===== config.mk =====
export PLATFORM = sky130hd
export DESIGN_NAME = ps2_host_tx
export DESIGN_NICKNAME = d
export VERILOG_FILES = /design/src/rtl/ps2_pkg.sv /design/src/rtl/ps2_line_sync.sv /design/src/rtl/ps2_host_tx.sv
export SDC_FILE = /design/constraint.sdc
export NUM_CORES = 1
export LEC_CHECK = 0
export CAP_MARGIN = 20
export CORE_ASPECT_RATIO = 1.2
export CORE_MARGIN = 1
export CORE_UTILIZATION = 61
export CTS_BUF_LIST = sky130_fd_sc_hd__clkbuf_8
export DETAILED_ROUTE_END_ITERATION = 12
export GPL_TIMING_DRIVEN = 1
export HOLD_SLACK_MARGIN = 0.06
export MAX_ROUTING_LAYER = met4
export PLACE_DENSITY = 0.82
export SLEW_MARGIN = 20
export SYNTH_ARGS = -nofsm -noshare
export SYNTH_HDL_FRONTEND = slang
export SYNTH_SLANG_ARGS = --single-unit

===== constraint.sdc =====
create_clock -name clk100 -period 3.1 [get_ports clk100]
set_input_delay 0.93 -clock clk100 [delete_from_list [all_inputs] [get_ports clk100]]
set_output_delay 0.93 -clock clk100 [all_outputs]
set_load 0.1 [all_outputs]

===== src/rtl/ps2_pkg.sv =====
// rtl/ps2_pkg.sv - shared PS/2 states, command bytes and timing helpers
package ps2_pkg;

    typedef enum logic [2:0] {
        IDLE,
        INHIBIT,
        START,
        SEND,
        ACK,
        WAIT_IDLE,
        ERR
    } ps2_state_t;

    localparam logic [7:0] CMD_RESET    = 8'hFF;
    localparam logic [7:0] CMD_ENABLE   = 8'hF4;
    localparam logic [7:0] CMD_SET_RATE = 8'hF3;
    localparam logic [7:0] ACK_BYTE     = 8'hFA;

    // Convert a microsecond interval into system clock cycles.
    function automatic int unsigned us_to_cycles(input int unsigned clk_freq_hz,
                                                 input int unsigned us);
        return (clk_freq_hz / 32'd1000000) * us;
    endfunction

endpackage


===== src/rtl/ps2_line_sync.sv =====
// rtl/ps2_line_sync.sv - 2-flop line synchronizer with falling-edge detect
module ps2_line_sync
    import ps2_pkg::*;
(
    input  logic clk,
    input  logic rst_n,
    input  logic line_i,
    output logic line_s,
    output logic fe
);

    logic meta;
    logic prev;

    // Synchronize the raw line and keep one cycle of history; idle bus is high.
    always_ff @(posedge clk or negedge rst_n) begin
        if (!rst_n) begin
            meta   <= 1'b1;
            line_s <= 1'b1;
            prev   <= 1'b1;
        end else begin
            meta   <= line_i;
            line_s <= meta;
            prev   <= line_s;
        end
    end

    assign fe = prev & ~line_s;

endmodule


===== src/rtl/ps2_host_tx.sv =====
// rtl/ps2_host_tx.sv - PS/2 host-to-device command byte transmitter
module ps2_host_tx
    import ps2_pkg::*;
#(
    parameter int unsigned CLK_FREQ_HZ      = 100000000,
    parameter int unsigned INHIBIT_US       = 100,
    parameter int unsigned START_TIMEOUT_US = 15000,
    parameter int unsigned FRAME_TIMEOUT_US = 2000
) (
    input  logic       clk100,
    input  logic       rst,
    input  logic [7:0] tx_data,
    input  logic       tx_valid,
    output logic       tx_ready,
    output logic       tx_done,
    output logic       tx_err,
    output logic       busy,
    input  logic       ps2_clk_i,
    output logic       ps2_clk_oe,
    input  logic       ps2_data_i,
    output logic       ps2_data_oe
);

    localparam int unsigned INHIBIT_CYC = us_to_cycles(CLK_FREQ_HZ, INHIBIT_US);
    localparam int unsigned START_CYC   = us_to_cycles(CLK_FREQ_HZ, START_TIMEOUT_US);
    localparam int unsigned FRAME_CYC   = us_to_cycles(CLK_FREQ_HZ, FRAME_TIMEOUT_US);
    localparam int unsigned TO_MAX      = (START_CYC > FRAME_CYC) ? START_CYC : FRAME_CYC;
    localparam int unsigned MAX_CYC     = (TO_MAX > INHIBIT_CYC) ? TO_MAX : INHIBIT_CYC;
    localparam int          TIMER_W     = $clog2(MAX_CYC);

    localparam logic [TIMER_W-1:0] INHIBIT_LAST = TIMER_W'(INHIBIT_CYC - 1);
    localparam logic [TIMER_W-1:0] START_LAST   = TIMER_W'(START_CYC - 1);
    localparam logic [TIMER_W-1:0] FRAME_LAST   = TIMER_W'(FRAME_CYC - 1);

    ps2_state_t         state;
    logic [TIMER_W-1:0] timer;
    logic [3:0]         bit_cnt;
    logic [9:0]         frame;
    logic               ack_ok;

    logic clk_s;
    logic clk_fe;
    logic data_s;
    logic data_fe_unused;

    ps2_line_sync u_clk_sync (
        .clk    (clk100),
        .rst_n  (rst),
        .line_i (ps2_clk_i),
        .line_s (clk_s),
        .fe     (clk_fe)
    );

    // Only the synchronized level of the data line matters; its edge output is left idle.
    ps2_line_sync u_data_sync (
        .clk    (clk100),
        .rst_n  (rst),
        .line_i (ps2_data_i),
        .line_s (data_s),
        .fe     (data_fe_unused)
    );

    assign tx_ready = (state == IDLE);
    assign busy     = (state != IDLE);

    // Frame sequencer: inhibit, request-to-send, clock out bits on device edges, check ack.
    always_ff @(posedge clk100 or negedge rst) begin
        if (!rst) begin
            state       <= IDLE;
            ps2_clk_oe  <= 1'b0;
            ps2_data_oe <= 1'b0;
            tx_done     <= 1'b0;
            tx_err      <= 1'b0;
            timer       <= '0;
            bit_cnt     <= '0;
            frame       <= '0;
            ack_ok      <= 1'b0;
        end else begin
            tx_done <= 1'b0;
            tx_err  <= 1'b0;
            case (state)
                IDLE: begin
                    if (tx_valid) begin
                        frame       <= {1'b1, ~^tx_data, tx_data};
                        timer       <= '0;
                        ps2_clk_oe  <= 1'b1;
                        ps2_data_oe <= 1'b0;
                        state       <= INHIBIT;
                    end
                end
                INHIBIT: begin
                    if (timer == INHIBIT_LAST) begin
                        ps2_data_oe <= 1'b1;
                        state       <= START;
                    end else begin
                        timer <= timer + 1'b1;
                    end
                end
                START: begin
                    ps2_clk_oe <= 1'b0;
                    timer      <= '0;
                    bit_cnt    <= '0;
                    state      <= SEND;
                end
                SEND: begin
                    // Before the first edge the timer measures start latency, after it frame time.
                    if (bit_cnt != 4'd0 && timer == FRAME_LAST) begin
                        ps2_data_oe <= 1'b0;
                        state       <= ERR;
                    end else if (clk_fe) begin
                        ps2_data_oe <= ~frame[bit_cnt];
                        bit_cnt     <= bit_cnt + 4'd1;
                        timer       <= (bit_cnt == 4'd0) ? '0 : timer + 1'b1;
                        if (bit_cnt == 4'd9) begin
                            state <= ACK;
                        end
                    end else if (bit_cnt == 4'd0 && timer == START_LAST) begin
                        ps2_data_oe <= 1'b0;
                        state       <= ERR;
                    end else begin
                        timer <= timer + 1'b1;
                    end
                end
                ACK: begin
                    if (timer == FRAME_LAST) begin
                        state <= ERR;
                    end else if (clk_fe) begin
                        ack_ok <= ~data_s;
                        tx_err <= data_s;
                        state  <= WAIT_IDLE;
                    end else begin
                        timer <= timer + 1'b1;
                    end
                end
                WAIT_IDLE: begin
                    if (clk_s && data_s) begin
                        tx_done <= ack_ok;
                        state   <= IDLE;
                    end
                end
                ERR: begin
                    ps2_clk_oe  <= 1'b0;
                    ps2_data_oe <= 1'b0;
                    tx_err      <= 1'b1;
                    state       <= IDLE;
                end
                default: begin
                    state <= IDLE;
                end
            endcase
        end
    end

endmodule


==> summary.md <==
The flow ran to the end, and the final reports show no timing, DRC or antenna violations. The routed layout has 2356 vias. The DRC violation total after the first TritonRoute iteration is 180. The synthesized netlist cell count was 291. The floorplan has 26 rows. The tools report the clock latency at the later pin of the worst-skew pair as 0.30 ns.

In the global route stage, overall resource usage came out at 28.8%. Clock root buffer: sky130_fd_sc_hd__clkbuf_8. After detailed placement, the design holds a cell count of 363. Along the worst path, the maximum fanout reaches 7.

The initial utilization of the core area, before any placement, comes to 64.8%. Entering global routing, the biggest net connects 46 pins. The relative area change from synthesis to final layout is 11.8%, and the reported max-cap violation count is 0. For the maximum vdd ir drop, the log shows 0.331 mV.

Pin placement for this block handled 19 I/O pins. The average instance in the mapped netlist occupies 9.70 µm². The sequential share of the synthesized area is 42.8%.

The top cell types in the final layout, fill and taps aside, are 43 x sky130_fd_sc_hd__dfrtp_1, 28 x sky130_fd_sc_hd__o31ai_1, 23 x sky130_fd_sc_hd__nand2_1. The path class of the tightest hold or removal check is reg -> reg. The wire length of the first global-routing pass came out at 10.7 mm. The run gives 0.00432 ns as the final setup skew. Kind of cell adding the most delay to the critical path: simple AND/OR/NAND/NOR gates. Setup violations remaining at the end of the flow were counted as 0. Setup repair after global routing left no endpoint under its margin.

Counting flops with a built-in enable in the synthesized netlist gives 0. Number of detailed-route iterations in the first pass: 4. By startpoint and endpoint, the worst setup path is classified as reg -> reg. The post-CTS setup buffer count came out at 0. Walking the worst path, the cells encountered are inv_1 -> ha_1 -> or3b_1 -> or4_4 -> o21ai_2 -> nor2_1 -> nor3_2 -> mux2_2. For this design the ratio of total power to cell area is 779 mW/mm². The clock-pin slew on the worst setup and hold paths works out to 0.08 ns. The run gives 4.52 mm as the total half-perimeter wirelength after legalization and detailed placement. In this run the tightest slew margin relative to its limit is 57.5%. The repair_antennas step left the layout with diodes totalling 0.

The via count of the first global-routing pass is 2310, and the global placer's final weighted congestion is 0.936. The total overflow left after global routing is 0. The die is 76.5 µm tall. Leaving out fill and tap cells, the most frequent cell in the layout is sky130_fd_sc_hd__dfrtp_1. The share of the synthesized area in the top cell type is 38.1%, and the total power is 2.46 mW. The critical path crosses 8 cells after its start point. The H-tree generated during clock tree synthesis spans 2 levels. The core region is 0.00436 mm². Based on the critical path, the design can be clocked at up to 374 MHz. The final critical path takes up 86.2% of the cycle. The post-route netlist has 17.5% of its cells at a drive strength greater than 1. The count of port buffers added during placement was 18. At the worst endpoint, the arrival time is 2.86 ns.

Of all flip-flops after synthesis, the portion carrying an async set or reset was 100%. For this design the static power due to leakage is 1.28 nW. The logs give 0 for the post-cts hold buffer count and 350 for the final-layout fill cell count.

For the number of pins with negative max-slew slack in the final report, the log shows 0. Dividing the detail-routed via count by the number of cells gives 6.37. The summed negative setup slack over all endpoints came out at 0 ns.

In this run, CTS created clock tree buffers numbering 5. By area the synthesized netlist is led by sky130_fd_sc_hd__dfrtp_1 38%, sky130_fd_sc_hd__o31ai_1 7.4%, sky130_fd_sc_hd__mux2_2 4.8%. At the worst endpoint, the required time is 3.29 ns.

For the final cell count without fillers, the log shows 370. TritonCTS built the clock tree. Wires add up to 6.35 mm. The mapped netlist covers 0.00282 mm². The synthesized design contains 48 register bits.

For the post-synthesis cell type count, the log shows 57. The worst path in the final design needs a cycle of 2.67 ns, including I/O delays and setup. The floorplan step defined a die boundary enclosing 0.00490 mm². The remaining antenna violation count came out at 0. Number of buffer and inverter instances along the worst setup path: 1. The run gives 48 as the CTS sink count. The post-synthesis cell type with the largest combined area is sky130_fd_sc_hd__dfrtp_1. The run gives 0 as the number of antenna violations at the first check in global routing. The most used flip-flop cell after synthesis is sky130_fd_sc_hd__dfrtp_1.

The number of cells on the worst hold path was 0; the number of cells on the worst reg-to-reg path was 8. The number of gates resized after CTS was 0. Critical path's slowest cell: sky130_fd_sc_hd__or4_4. Number of hold violations in the final report: 0. At the pin with the least slew margin, the transition time is 0.635 ns. The number of nets handed over by synthesis was 308. Largest stage delay on the critical path: 0.52 ns. For the total number of yosys warnings, the log shows 0.

The worst setup path is captured at a flop. The die span in x came out at 64.1 µm. STA classifies the critical path startpoint as a flop. The final layout net count came out at 331. The routed length per placed instance is 17.1 µm, and the number of buffers between clock root and the deepest sink is 2. Residual DRC count: 0.
flip-flops by register name, indices dropped and copies added, names as in the netlist:
| register | count |
|---|---|
| ps2_data_oe | 1 |
| ack_ok | 1 |
| state | 3 |
| tx_done | 1 |
| u_clk_sync.line_s | 1 |
| tx_err | 1 |
| u_clk_sync.prev | 1 |
| u_data_sync.line_s | 1 |
| ps2_clk_oe | 1 |
| u_clk_sync.meta | 1 |
| frame | 10 |
| bit_cnt | 4 |
| timer | 21 |
| u_data_sync.meta | 1 |
stage by stage:
stage | cell area, µm² | hold slack (ns) | setup slack, ns | utilization, %
2_1_floorplan | 2830 | 0.345 | 0.119 | -
3_3_place_gp | 3080 | 0.345 | 0.345 | 70.6
3_5_place_dp | 3080 | 0.347 | 0.324 | 70.6
4_1_cts | 3150 | 0.359 | 0.439 | 72.4
5_1_grt | 3160 | 0.362 | 0.294 | 72.4
6_report | 3160 | 0.358 | 0.427 | 72.4
cell type report:
cell class	instances	area, µm²	share of cell area, %
clock inverters	2	8.76	0.277
well taps	56	70.1	2.22
inverters	7	30.0	0.951
multi-input cells	222	1520	48.1
flip-flops and latches	48	1210	38.2
repair buffers	30	253	8.01
clock buffers	5	68.8	2.18
path summary, 6_finish.rpt:
kind / from / to / slack (ns)
worst max register to register: bit_cnt[1] / state[0] / 0.43
min in group asynchronous: rst / timer[3] / 0.62
max in group asynchronous: rst / u_clk_sync.line_s / 1.90
worst min register to register: u_clk_sync.meta / u_clk_sync.line_s / 0.36
worst min-delay path: u_clk_sync.meta / u_clk_sync.line_s / 0.36
worst max-delay path: bit_cnt[1] / state[0] / 0.43
where the power goes:
part	switching [mW]	leakage, nW	internal (mW)
combinational	0.761	0.620	0.462
sequential	0.131	0.616	0.755
clock	0.200	0.0452	0.151
total	1.09	1.28	1.37
cell families (layout without fill, tap and decap cells):
logic type               Yosys count  after routing  synth area share, %
AND/OR/NAND/NOR                  116            116                 22.9
AO/OA/AOI/OAI                     80             80                 20.2
buffers and inverters             21             44                 3.50
adder cells (fa/ha/maj)            4              4                 1.77
XOR/XNOR                           7              7                 2.17
flip-flops                        48             48                 42.8
multiplexers                      15             15                 6.74
cell usage after synthesis, types with 2 or more instances:
| cell | n |
|---|---|
| sky130_fd_sc_hd__a31oi_1 | 3 |
| sky130_fd_sc_hd__nand3_1 | 11 |
| sky130_fd_sc_hd__nand3b_1 | 3 |
| sky130_fd_sc_hd__or3_1 | 5 |
| sky130_fd_sc_hd__o22ai_1 | 2 |
| sky130_fd_sc_hd__o41ai_1 | 2 |
| sky130_fd_sc_hd__ha_1 | 4 |
| sky130_fd_sc_hd__and3_1 | 3 |
| sky130_fd_sc_hd__and4_1 | 3 |
| sky130_fd_sc_hd__nor2_1 | 17 |
| sky130_fd_sc_hd__buf_4 | 2 |
| sky130_fd_sc_hd__a21oi_1 | 9 |
| sky130_fd_sc_hd__a21o_1 | 2 |
| sky130_fd_sc_hd__nor2b_1 | 7 |
| sky130_fd_sc_hd__nor3b_1 | 2 |
| sky130_fd_sc_hd__or2_2 | 3 |
| sky130_fd_sc_hd__nand4_1 | 8 |
| sky130_fd_sc_hd__nor4bb_1 | 2 |
| sky130_fd_sc_hd__dfrtp_1 | 43 |
| sky130_fd_sc_hd__mux4_2 | 2 |
| sky130_fd_sc_hd__a211oi_1 | 2 |
| sky130_fd_sc_hd__a22oi_1 | 2 |
| sky130_fd_sc_hd__xnor2_1 | 7 |
| sky130_fd_sc_hd__and2_1 | 7 |
| sky130_fd_sc_hd__o2bb2ai_1 | 2 |
| sky130_fd_sc_hd__o21ai_1 | 3 |
| sky130_fd_sc_hd__o21a_1 | 2 |
| sky130_fd_sc_hd__nor4b_1 | 3 |
| sky130_fd_sc_hd__nand2b_1 | 6 |
| sky130_fd_sc_hd__o21ai_0 | 12 |
| sky130_fd_sc_hd__clkbuf_1 | 7 |
| sky130_fd_sc_hd__dfstp_2 | 5 |
| sky130_fd_sc_hd__inv_1 | 6 |
| sky130_fd_sc_hd__o31ai_1 | 28 |
| sky130_fd_sc_hd__nand2_1 | 24 |
| sky130_fd_sc_hd__nor3_1 | 6 |
| sky130_fd_sc_hd__o211ai_1 | 2 |
| sky130_fd_sc_hd__mux2_2 | 12 |
| sky130_fd_sc_hd__buf_2 | 4 |
metal layers:
metal,global-route usage (%),up-vias,share of wire [%]
met5,-,-,0
met4,9.78,0,1.7
met3,4.19,12,3.1
met2,47.0,43,51
met1,36.5,1157,44
li1,-,1144,-
No activity file was read; power rests on OpenSTA's default activity.
